--- config.mk ---
export PLATFORM = sky130hd
export DESIGN_NAME = gpio_in_cond
export DESIGN_NICKNAME = d
export VERILOG_FILES = /design/src/rtl/gpio_in_cond.sv
export SDC_FILE = /design/constraint.sdc
export NUM_CORES = 1
export LEC_CHECK = 0
export CORE_MARGIN = 1
export CORE_UTILIZATION = 46
export CTS_CLUSTER_SIZE = 16
export DETAILED_ROUTE_END_ITERATION = 10
export PLACE_DENSITY = 0.69
export SYNTH_ARGS = -nofsm -noshare
export SYNTH_HDL_FRONTEND = slang
export SYNTH_SLANG_ARGS = --single-unit
--- constraint.sdc ---
create_clock -name HCLK -period 1.9 [get_ports HCLK]
set_input_delay 0.38 -clock HCLK [delete_from_list [all_inputs] [get_ports HCLK]]
set_output_delay 0.38 -clock HCLK [all_outputs]
set_load 0.02 [all_outputs]
--- src/rtl/gpio_in_cond.sv ---
// Pad input conditioner for the GPIO peripheral: per-bit synchroniser and debouncer,
// plus a parity bit (odd/even per PARITYSEL) that can be deliberately corrupted.
module gpio_in_cond #(
   parameter int WIDTH           = 16,
   parameter int SYNC_STAGES     = 2,
   parameter int DEBOUNCE_CYCLES = 4
) (
   input  logic             HCLK,
   input  logic             HRESET,
   input  logic [WIDTH-1:0] PAD_IN,
   input  logic             PARITYSEL,
   input  logic             FORCE_ERR,
   output logic [WIDTH:0]   GPIOIN,
   output logic             CHANGED
);

   localparam int            CW      = $clog2(DEBOUNCE_CYCLES) + 1;
   localparam logic [CW-1:0] CNT_MAX = CW'(DEBOUNCE_CYCLES - 1);

   logic [SYNC_STAGES-1:0][WIDTH-1:0] sync_q, sync_d;
   logic [WIDTH-1:0][CW-1:0]          cnt_q, cnt_d;
   logic [WIDTH-1:0]                  stable_q, stable_d;
   logic [WIDTH:0]                    gpioin_q, gpioin_d;
   logic                              changed_q, changed_d;
   logic [WIDTH-1:0]                  sync_last;
   logic                              parity;

   assign sync_last = sync_q[SYNC_STAGES-1];

   always_comb begin
      sync_d    = sync_q;
      cnt_d     = cnt_q;
      stable_d  = stable_q;
      gpioin_d  = gpioin_q;
      changed_d = 1'b0;
      parity    = 1'b0;

      sync_d[0] = PAD_IN;
      for (int s = 1; s < SYNC_STAGES; s++) begin
         sync_d[s] = sync_q[s-1];
      end

      // Any cycle where the input agrees with the accepted value restarts the count.
      for (int i = 0; i < WIDTH; i++) begin
         if (sync_last[i] == stable_q[i]) begin
            cnt_d[i] = '0;
         end else if (cnt_q[i] == CNT_MAX) begin
            stable_d[i] = sync_last[i];
            cnt_d[i]    = '0;
         end else begin
            cnt_d[i] = cnt_q[i] + CW'(1);
         end
      end

      parity    = PARITYSEL ? ~^stable_d : ^stable_d;
      gpioin_d  = {parity ^ FORCE_ERR, stable_d};
      changed_d = |(stable_d ^ stable_q);
   end

   always_ff @(posedge HCLK) begin
      if (HRESET) begin
         sync_q    <= '0;
         cnt_q     <= '0;
         stable_q  <= '0;
         gpioin_q  <= {PARITYSEL ^ FORCE_ERR, {WIDTH{1'b0}}};
         changed_q <= 1'b0;
      end else begin
         sync_q    <= sync_d;
         cnt_q     <= cnt_d;
         stable_q  <= stable_d;
         gpioin_q  <= gpioin_d;
         changed_q <= changed_d;
      end
   end

   assign GPIOIN  = gpioin_q;
   assign CHANGED = changed_q;

endmodule

==> results.md <==
- Status: finished clean
- Number of hold buffers added after CTS: 0
- Synth Net Count: 411
- Synth area leaders: dfxtp_1 (54%), ha_1 (11%), xnor2_1 (7.5%)
- Multiplexer area fraction after synthesis: 0.04605
- Vias: 2520
- Worst R2R Path Depth: 9
- Diode count: 0
- Syn Inst Count: 359
- Crit path capture type: flop
- Worst-margin pin slew: 0.3444 ns
- Post-synthesis simple-gate area fraction: 0.1533
- Largest family of logic cells by synthesized area: simple AND/OR/NAND/NOR gates
- FP Rows: 32
- Hold WS: 0.4070 ns
- Worst-path fanout max: 2
- DR WL/cell: 12.08 um
- Bufs on Longest Clock Path: 2
- Critical path class: flop to flop
- Reg clk slew, reported paths: 0.09 ns
- Chip width: 90.97 um
- First-pass GRT wire length: 10180 um
- Leading area contributor after synthesis: dfxtp_1
- Max IR drop VDD: 0.4631 mV
- Post-Place Setup Slack: -0.1069 ns
- Setup Viol. Count Final: 0
- Insertion delay to the later sink of the worst-skew pair: 0.35 ns
- Switch share: 0.2156
- Pre-antenna DRT Iters: 4
- Pin count of the biggest net entering global routing: 57
- Clock network fraction of design power: 0.362
- Layout Utilization: 0.6826
- Initial antenna violation count: 0
- PD cells: 677.3 nW/um^2
- Seq cells post-synth: 98
- Detail Route Antenna Nets: 0
- CP Launch Type: flop
- Register area share after synthesis: 0.5388
- Max transition margin: 0.7683
- Crit path required time: 2.15 ns
- Via/cell ratio: 4.508
- Layout cells sized above 1: 0.3042
- Class of the worst hold path: flop to flop
- DRC: 0
- Logic pwr share: 0.040
- Metal-1 WL: 2964 um
- Psw: 0.7664 mW
- Adder-Cell Fraction of Synth Area: 0.1100
- Core region area: 7687 sq um
- Synth Area in Compound Gates: 0.01546
- Final slew viol count: 0
- Leakage: 1.903 nW
- Tcrit/Tclk final: 0.9874
- Synth-to-Final Area Change: 44.12%
- CTS tree: built
- Vias in the first global route: 2387
- Die area: 8275 sq um
- Hold Vio Cnt, Final: 0
- Avg Cell Area, Syn: 10.14 sq um
- Worst R2R Start: cnt_q[33]$_SDFF_PP0_
- Yosys warns: 0
- Hpwl dp: 3829 um
- Worst Path Arrival: 2.12 ns
- Height of the die: 90.97 um
- WL final: 6752 um
- Port Buffers: 37
- Max-cap violations: 0
- Post-synthesis cell type count: 15
- Mapped Area: 3641 sq um
- F_max: 533.0 MHz
- GPL Wtd Cong: 0.6794
- CTS root buffer: clkbuf_8
- GRT overflow: 0
- Synth Area in XOR/XNOR: 0.07938
- Flop pwr share: 0.598
- Setup TNS: 0 ns
- Met2 WL: 3443 um
- Crit Reg-Reg Endpoint: GPIOIN[16]$_DFF_P_
- Setup ws final: 0.02385 ns
- Cell area after layout: 5248 sq um
- Num CTS Buffers: 9
- CTS sink count: 98
- Nets: 504
- Clk_skew: 0.007572 ns
- Crit path from: cnt_q[33]$_SDFF_PP0_
- Met3 Wirelength: 241 um
- Top sig layer: met4
- GR Util All Layers: 0.1580
- R2R setup slack: 0.02 ns
- Placed inst area: 4224 sq um
- H-tree Lvls: 3
- Drt first-iter violations: 57
- Synth top area share: 0.5388
- Unrepaired setup endpoints after global routing: yes
- Int Pwr: 2.788 mW
- Ports: 38
- Initial Utilization: 0.4736
- End of the critical path: GPIOIN[16]$_DFF_P_
- Minimum clock period: 1.876 ns
## area by class of cell
| class | instances | area (sq um) |
|---|---|---|
| clock buffers | 11 | 131.4 |
| fillers | 548 | 2440 |
| repair buffers | 89 | 768.2 |
| multi-input cells | 206 | 2001 |
| well taps | 102 | 127.6 |
| inverters | 48 | 180.2 |
| clock inverters | 5 | 55.05 |
| flip-flops and latches | 98 | 1984 |
## how the worst min path moves through the flow
stage	end	cells past startpoint	start
after global routing	cnt_q[15]$_SDFF_PP0_	1	cnt_q[15]$_SDFF_PP0_
after CTS	cnt_q[3]$_SDFF_PP0_	1	cnt_q[3]$_SDFF_PP0_
after global placement	cnt_q[36]$_SDFF_PP0_	1	cnt_q[36]$_SDFF_PP0_
after floorplan	cnt_q[0]$_SDFF_PP0_	1	cnt_q[0]$_SDFF_PP0_
after detailed placement	cnt_q[3]$_SDFF_PP0_	1	cnt_q[3]$_SDFF_PP0_
final	cnt_q[45]$_SDFF_PP0_	1	cnt_q[45]$_SDFF_PP0_
## flip-flops by register name, summed over array words and instances (netlist names)
register   flops
cnt_q         48
GPIOIN        17
sync_d        16
sync_last     16
CHANGED        1
## metrics by stage
step	power (mW)	std cells
after CTS	3.554	544
final	3.554	559
after detailed placement	2.302	505
after floorplan	2.237	359
after global placement	2.298	505
after global routing	3.703	559
## cell usage after synthesis, drive strengths merged
cell,n
xor2,2
o22ai,8
ha,32
or3,16
a31oi,1
nor4,1
mux2i,16
dfxtp,98
xnor2,31
clkbuf,6
nor2,67
inv,48
nor2b,32
buf,1
## repair_timing
item	in CTS	in global routing
resized for setup	47	59
pin swaps	20	22
setup endpoints to repair	1	1
buffers inserted	23	15
## power by group through the flow
| stage | combinational, mW | clock, mW | sequential [mW] |
|---|---|---|---|
| final | 0.143 | 1.29 | 2.13 |
| after floorplan | 0.0746 | 0 | 2.16 |
| after global routing | 0.159 | 1.41 | 2.13 |
| after CTS | 0.139 | 1.30 | 2.12 |
| after detailed placement | 0.138 | 0 | 2.16 |
| after global placement | 0.135 | 0 | 2.16 |
## critical path: stages, from the launching register on
cell	delay (ns)
dfxtp_2	0.36
ha_4	0.14
ha_4	0.14
mux2i_4	0.25
xor2_2	0.23
xnor2_2	0.16
xnor2_1	0.16
xnor2_1	0.14
nor2_1	0.07
xnor2_1	0.13
## routing by layer
layer	up-vias	track usage
met4	0	0.07275
met5	-	0
met2	37	0.2601
met1	1170	0.1914
met3	10	0.04439
li1	1303	-
## cell usage in the layout (no fill, tap or decap), drive strengths merged
cell type and count:
o22ai 8, xor2 2, bufinv 1, ha 32, buf 53, nor4 1, or3 16, nor2 67
clkdlybuf4s50 36, clkbuf 11, dfxtp 98, nor2b 32, inv 48, xnor2 31, a31oi 1, clkinvlp 2
clkinv 2, mux2i 16
## kinds of logic after synthesis
family,after synthesis
and+or+nand+nor,116
AOI/OAI and AO/OA,9
buffers and inverters,55
adders and majority gates,32
xor gates and xnor gates,33
DFF,98
muxes,16
No activity file was read; power rests on OpenSTA's default activity.
